`src/rtl/vector_pkg.sv`:
```
// vector_pkg: shared vector display-list format constants.
// Used by the list writer and the vector renderer.
package vector_pkg;

  localparam logic [1:0] VEC_OP_BEGIN = 2'd0;
  localparam logic [1:0] VEC_OP_POINT = 2'd1;
  localparam logic [1:0] VEC_OP_END   = 2'd2;
  localparam logic [1:0] VEC_OP_CLEAR = 2'd3;

  localparam int VEC_COLOUR_MSB = 7;
  localparam int VEC_COLOUR_LSB = 4;
  localparam int VEC_INTENS_MSB = 3;
  localparam int VEC_INTENS_LSB = 0;

  localparam int VEC_MAX_POINTS = 16;
  localparam int VEC_HDR_BYTES  = 2;
  localparam int VEC_PT_BYTES   = 2;

  typedef struct packed {
    logic [7:0] y;
    logic [7:0] x;
  } vec_point_t;

  typedef enum logic [2:0] {
    ST_IDLE,
    ST_BEG_LEN,
    ST_BEG_ATTR,
    ST_PT_X,
    ST_PT_Y,
    ST_END_TERM,
    ST_END_LEN,
    ST_CLR
  } vw_state_e;

  function automatic logic [7:0] vec_attr(
    input logic [3:0] colour,
    input logic [3:0] intensity
  );
    return {colour, intensity};
  endfunction

endpackage

```
`src/rtl/vector_list_writer.sv`:
```
// vector_list_writer: encodes BEGIN/POINT/END/CLEAR into vector RAM bytes.
// Define VECTOR_LIST_WRITER_DEDUP_EN to drop repeated points silently.
module vector_list_writer
  import vector_pkg::*;
#(
  parameter int VECTOR_RAM_WIDTH = 9,
  parameter int MAX_POINTS       = VEC_MAX_POINTS
) (
  input  logic                        clk,
  input  logic                        reset_n,
  input  logic                        cmd_valid,
  output logic                        cmd_ready,
  input  logic [1:0]                  cmd_op,
  input  logic [15:0]                 cmd_data,
  output logic [VECTOR_RAM_WIDTH-1:0] ram_addr,
  output logic [7:0]                  ram_data,
  output logic                        ram_we,
  output logic [7:0]                  line_count,
  output logic                        overflow,
  output logic                        seq_err
);

  localparam int AW = VECTOR_RAM_WIDTH;
  localparam int PW = AW + 1;
  localparam int CW = $clog2(MAX_POINTS + 1);
  localparam logic [PW-1:0] DEPTH = PW'(1) << AW;
  localparam logic [PW:0] BEG_NEED =
    (PW+1)'(VEC_HDR_BYTES + 2 * VEC_PT_BYTES + 1);
  localparam logic [PW:0] PT_NEED = (PW+1)'(VEC_PT_BYTES + 1);

  vw_state_e     state;
  logic [PW-1:0] wr_ptr;
  logic [PW-1:0] line_start;
  logic [PW-1:0] wr_ptr_p1;
  logic [PW-1:0] wr_ptr_p2;
  logic [CW-1:0] pt_cnt;
  logic          line_open;
  logic          pend_beg;
  logic [7:0]    attr_q;
  logic [7:0]    y_q;
  logic [7:0]    cmd_attr;
  vec_point_t    pt_in;
  logic          beg_fits;
  logic          pt_fits;
  logic          pt_full;
  logic          is_dup;
  logic          pt_go;
  logic          acc_beg;
  logic          acc_pt;
  logic          acc_end;
  logic          acc_clr;

  assign pt_in     = cmd_data;
  assign cmd_attr  = vec_attr(cmd_data[VEC_COLOUR_MSB:VEC_COLOUR_LSB],
                              cmd_data[VEC_INTENS_MSB:VEC_INTENS_LSB]);
  assign wr_ptr_p1 = wr_ptr + PW'(1);
  assign wr_ptr_p2 = wr_ptr + PW'(2);
  // one spare bit so wr_ptr near DEPTH never wraps in the compare
  assign beg_fits  = ({1'b0, wr_ptr} + BEG_NEED) <= {1'b0, DEPTH};
  assign pt_fits   = ({1'b0, wr_ptr} + PT_NEED) <= {1'b0, DEPTH};
  assign pt_full   = pt_cnt == CW'(MAX_POINTS);

  assign acc_beg = cmd_valid && cmd_ready && cmd_op == VEC_OP_BEGIN;
  assign acc_pt  = cmd_valid && cmd_ready && cmd_op == VEC_OP_POINT;
  assign acc_end = cmd_valid && cmd_ready && cmd_op == VEC_OP_END;
  assign acc_clr = cmd_valid && cmd_ready && cmd_op == VEC_OP_CLEAR;

`ifdef VECTOR_LIST_WRITER_DEDUP_EN
  logic [15:0] last_pt;

  assign is_dup = (pt_cnt != '0) && (cmd_data == last_pt);

  always_ff @(posedge clk or negedge reset_n) begin
    if (!reset_n) begin
      last_pt <= '0;
    end else if (pt_go) begin
      last_pt <= cmd_data;
    end
  end
`else
  assign is_dup = 1'b0;
`endif

  assign pt_go = acc_pt && line_open && !is_dup && !pt_full && pt_fits;

  always_ff @(posedge clk or negedge reset_n) begin
    if (!reset_n) begin
      state      <= ST_IDLE;
      cmd_ready  <= 1'b1;
      wr_ptr     <= '0;
      line_start <= '0;
      pt_cnt     <= '0;
      line_open  <= 1'b0;
      pend_beg   <= 1'b0;
      attr_q     <= '0;
      y_q        <= '0;
      ram_we     <= 1'b0;
      ram_addr   <= '0;
      ram_data   <= '0;
      line_count <= '0;
      overflow   <= 1'b0;
      seq_err    <= 1'b0;
    end else begin
      ram_we <= 1'b0;
      unique case (state)
        ST_IDLE: begin
          unique case (1'b1)
            acc_clr: begin
              ram_we     <= 1'b1;
              ram_addr   <= '0;
              ram_data   <= '0;
              wr_ptr     <= '0;
              pt_cnt     <= '0;
              line_open  <= 1'b0;
              pend_beg   <= 1'b0;
              line_count <= '0;
              overflow   <= 1'b0;
              seq_err    <= 1'b0;
              cmd_ready  <= 1'b0;
              state      <= ST_CLR;
            end
            acc_beg: begin
              attr_q <= cmd_attr;
              if (line_open) begin
                // drop the open line, then retry this BEGIN
                seq_err   <= 1'b1;
                pend_beg  <= 1'b1;
                ram_we    <= 1'b1;
                ram_addr  <= line_start[AW-1:0];
                ram_data  <= '0;
                wr_ptr    <= line_start;
                line_open <= 1'b0;
                cmd_ready <= 1'b0;
                state     <= ST_END_LEN;
              end else if (beg_fits) begin
                ram_we    <= 1'b1;
                ram_addr  <= wr_ptr[AW-1:0];
                ram_data  <= '0;
                cmd_ready <= 1'b0;
                state     <= ST_BEG_LEN;
              end else begin
                overflow <= 1'b1;
              end
            end
            acc_pt: begin
              y_q <= pt_in.y;
              if (!line_open) begin
                seq_err <= 1'b1;
              end else if (pt_go) begin
                ram_we    <= 1'b1;
                ram_addr  <= wr_ptr[AW-1:0];
                ram_data  <= pt_in.x;
                cmd_ready <= 1'b0;
                state     <= ST_PT_X;
              end else if (!is_dup) begin
                overflow <= 1'b1;
              end
            end
            acc_end: begin
              if (!line_open) begin
                seq_err <= 1'b1;
              end else if (pt_cnt >= CW'(2)) begin
                ram_we    <= 1'b1;
                ram_addr  <= wr_ptr[AW-1:0];
                ram_data  <= '0;
                cmd_ready <= 1'b0;
                state     <= ST_END_TERM;
              end else begin
                ram_we    <= 1'b1;
                ram_addr  <= line_start[AW-1:0];
                ram_data  <= '0;
                wr_ptr    <= line_start;
                line_open <= 1'b0;
                cmd_ready <= 1'b0;
                state     <= ST_END_LEN;
              end
            end
            default: ;
          endcase
        end
        ST_BEG_LEN: begin
          ram_we     <= 1'b1;
          ram_addr   <= wr_ptr_p1[AW-1:0];
          ram_data   <= attr_q;
          line_start <= wr_ptr;
          wr_ptr     <= wr_ptr_p2;
          pt_cnt     <= '0;
          line_open  <= 1'b1;
          state      <= ST_BEG_ATTR;
        end
        ST_BEG_ATTR: begin
          cmd_ready <= 1'b1;
          state     <= ST_IDLE;
        end
        ST_PT_X: begin
          ram_we   <= 1'b1;
          ram_addr <= wr_ptr_p1[AW-1:0];
          ram_data <= y_q;
          wr_ptr   <= wr_ptr_p2;
          pt_cnt   <= pt_cnt + CW'(1);
          state    <= ST_PT_Y;
        end
        ST_PT_Y: begin
          cmd_ready <= 1'b1;
          state     <= ST_IDLE;
        end
        ST_END_TERM: begin
          // length byte goes last so the list stays terminated
          ram_we    <= 1'b1;
          ram_addr  <= line_start[AW-1:0];
          ram_data  <= 8'(pt_cnt - CW'(1));
          line_open <= 1'b0;
          if (line_count != 8'hFF) begin
            line_count <= line_count + 8'd1;
          end
          state <= ST_END_LEN;
        end
        ST_END_LEN: begin
          if (pend_beg) begin
            pend_beg <= 1'b0;
            if (beg_fits) begin
              ram_we   <= 1'b1;
              ram_addr <= wr_ptr[AW-1:0];
              ram_data <= '0;
              state    <= ST_BEG_LEN;
            end else begin
              overflow  <= 1'b1;
              cmd_ready <= 1'b1;
              state     <= ST_IDLE;
            end
          end else begin
            cmd_ready <= 1'b1;
            state     <= ST_IDLE;
          end
        end
        ST_CLR: begin
          cmd_ready <= 1'b1;
          state     <= ST_IDLE;
        end
        default: begin
          cmd_ready <= 1'b1;
          state     <= ST_IDLE;
        end
      endcase
    end
  end

endmodule

```
`config.mk`:
```
export PLATFORM = sky130hd
export DESIGN_NAME = vector_list_writer
export DESIGN_NICKNAME = d
export VERILOG_FILES = /design/src/rtl/vector_pkg.sv /design/src/rtl/vector_list_writer.sv
export SDC_FILE = /design/constraint.sdc
export NUM_CORES = 1
export LEC_CHECK = 0
export ABC_AREA = 0
export ABC_CLOCK_PERIOD_IN_PS = 4500
export BUFFER_PORTS_ARGS = -buffer_cell sky130_fd_sc_hd__clkbuf_2
export CELL_PAD_IN_SITES_DETAIL_PLACEMENT = 0
export CELL_PAD_IN_SITES_GLOBAL_PLACEMENT = 1
export CORE_AREA = 2 2 96 107
export CTS_CLUSTER_SIZE = 40
export DETAILED_ROUTE_END_ITERATION = 8
export DIE_AREA = 0 0 98 109
export MAX_ROUTING_LAYER = met4
export PLACE_DENSITY_LB_ADDON = 0.05
export SLEW_MARGIN = 20
export SYNTH_ARGS = -nofsm -noshare
export SYNTH_HDL_FRONTEND = slang
export SYNTH_SLANG_ARGS = --single-unit
```
`constraint.sdc`:
```
create_clock -name clk -period 4.5 [get_ports clk]
set_input_delay 1.125 -clock clk [delete_from_list [all_inputs] [get_ports clk]]
set_output_delay 1.125 -clock clk [all_outputs]
set_load 0.01 [all_outputs]
```
==> qor.yml <==
yosysSeqAreaShare_pct: 40.2
place_worst_setup_slack_ps: 1230
grt_usage_pct: 24.7
ios: 50
postCtsSetupRepairBufs: 0
cts_tree: "yes"
cts_hold_buf: 0
core_um2: 9650
cts-root-buf: "clkbuf_8"
max_slew.worst_pin.slew_ps: 939
wl_mm: 12.3
synth_seq_cells: 75
cts.sinks: 75
die_area_um2: 10700
fillers: 937
crit_chain: "inv_1, ha_1, nand3b_4, o21a_1, o22a_1, o41ai_2, a32oi_2, o311ai_4, a32o_1"
cts_max_level: 3
dr.pass1.iters: 6
critPathMaxFanout: 17
rsz0062_at_grt: "no"
syn_inst: 481
fin_hold_ws_ps: 506
final_common_cell: "dfrtp_1"
dominantRegCellSynth: "dfrtp_1"
cp-end-kind: "flop"
status: "finished, final reports clean"
cp_data_required_time_ps: 4810
powerDensity_nw_per_um2: 660
final-max-slew-violation-count: 0
netlist_area_um2: 4670
met3_usage_pct: 3.27
yosys_warnings: 0
period_share_pct: 74.0
drive_gt1_share_pct: 22.1
hp-class: "reg -> reg"
layout_common_cells: "74 x dfrtp_1, 48 x clkbuf_2, 43 x nand2_1"
stdcell_count: 636
cts_buffer_depth: 2
place_congestion: 0.914
async_flop_share_pct: 100
drtIter0Drc: 307
layout_setup_ws_ps: 1170
cp_num_buf_inv: 1
skew_ps: 17.1
clk_pin_slew_ps: 100
wl_per_cell_um: 19.3
grt_overflow: 0
leakagePower_nw: 2.18
drc_errors: 0
critPathSlowestCell: "o311ai_4"
tns_ps: 0
area_delta_synth_final_pct: 9.32
max_slew_margin_pct: 37.4
max_freq_ghz: 0.300
synthDistinctLibCells: 74
path_class: "reg -> reg"
vias_per_cell: 6.20
start_util_pct: 48.4
grt_antenna_before_repair: 0
drt.antenna.violating_nets: 0
setup-violations-final: 0
grt_use_met2_pct: 37.6
nets: 543
hpwl_mm: 8.66
grt_pass1_vias: 3671
io_buffers: 49
post_cts_resize_count: 0
fp.dieH_um: 109
n_antenna_cell: 0
period_needed_ps: 3330
grt.busiest_layer: "met2"
synth_nets: 513
grt_use_met1_pct: 33.4
vias: 3943
place_area_um2: 4920
slowest_delay_ps: 700
fin_area_um2: 5110
dp.cells: 620
drv_cap: 0
synth_edf_count: 0
cts_made_buffers: 9
hold_violations: 0
clkLatencyLatePin_ps: 370
die_w_um: 98
critical_path.top_delay_family: "compound AO/OA/AOI/OAI gates"
start_kind: "flop"
grt_pass1_wl_mm: 20.1
peakVddDrop_mv: 0.333
num_rows: 38
syn_avg_cell_area_um2: 9.71
grt_start_max_net_pins: 76
arrival_ps: 3640
==> final timing paths <==
| kind | slack (ps) | endpoint | from | cells after the start |
|---|---|---|---|---|
| worst max-delay path | 1170 | ram_addr[6] | wr_ptr[0] | 9 |
| worst min-delay path | 510 | overflow | overflow | 2 |
| worst max register to register | 1170 | ram_addr[6] | wr_ptr[0] | 9 |
| worst min register to register | 510 | overflow | overflow | 2 |
| max in group asynchronous | 3000 | line_count[4] | reset_n | 1 |
| min in group asynchronous | 880 | ram_data[6] | reset_n | 1 |
==> cells by family after synthesis <==
group	Yosys count	share of synthesized area [%]
AO/OA/AOI/OAI	152	25.2
AND/OR/NAND/NOR	144	15.6
flip-flops	75	40.2
buffers and inverters	47	4.79
multiplexers	31	7.34
XOR/XNOR	21	3.94
adder cells (fa/ha/maj)	11	2.95
==> report_power, final <==
| group | internal, W | leakage, nW | total, W | switching, W |
|---|---|---|---|---|
| Clock | 0.000210 | 0.0925 | 0.000506 | 0.000296 |
| Sequential | 0.000931 | 0.958 | 0.00129 | 0.000358 |
| Combinational | 0.000695 | 1.13 | 0.00158 | 0.000881 |
==> routing by layer <==
metal / wire length, um / part of all wire [%]
met1: 5570 / 45
met2: 5820 / 47
met3: 533 / 4.3
met4: 350 / 2.9
met5: 0 / 0
==> area by class of cell <==
cell class,instances,area (um2),area share [%]
tap,120,150,2.94
clock inverter,7,58.8,1.15
multi-input combinational,359,2570,50.3
timing repair buffer,53,278,5.44
clock buffer,9,124,2.43
sequential,75,1880,36.8
inverter,13,48.8,0.955
==> cells in the mapped netlist (all sizes together) (4+ instances only) <==
library cell	instances	area share (%)
buf	20	2.6
a221o	6	1.3
nor3	10	1.2
nand2	43	3.5
nand3	16	1.8
a32o	17	3.6
o21a	4	0.64
ha	11	2.9
xor2	7	1.3
o31ai	4	0.64
mux2i	5	1.1
inv	13	1.0
a22o	14	2.6
mux2	26	6.3
xnor2	14	2.6
clkbuf	14	1.1
a21oi	17	1.9
or3	6	0.80
dfrtp	74	40
a31oi	11	1.8
o21ai	35	3.7
o22ai	6	0.80
nand4	13	1.9
and2	5	0.67
nand2b	5	0.72
nand3b	4	0.91
nor2	33	2.7
==> tightest hold or removal path, delay by kind of cell (launching register included) <==
kind             cells  cell delay, ps
flip-flops           1             360
AO/OA/AOI/OAI        1              60
AND/OR/NAND/NOR      1              50
==> through the flow <==
step	total power, W	util, %
after floorplan	0.00244	-
after global placement	0.00286	51.0
after detailed placement	0.00288	51.0
after CTS	0.00339	52.9
after global routing	0.00362	52.9
final	0.00337	52.9
==> state kept, by name (all words and copies together) (netlist names), 3 cells and up <==
register / flops
attr_q: 8
line_count: 8
line_start: 10
pt_cnt: 5
ram_addr: 9
ram_data: 8
state: 3
wr_ptr: 10
y_q: 8
Note: power is estimated with default switching activity, not from simulation.
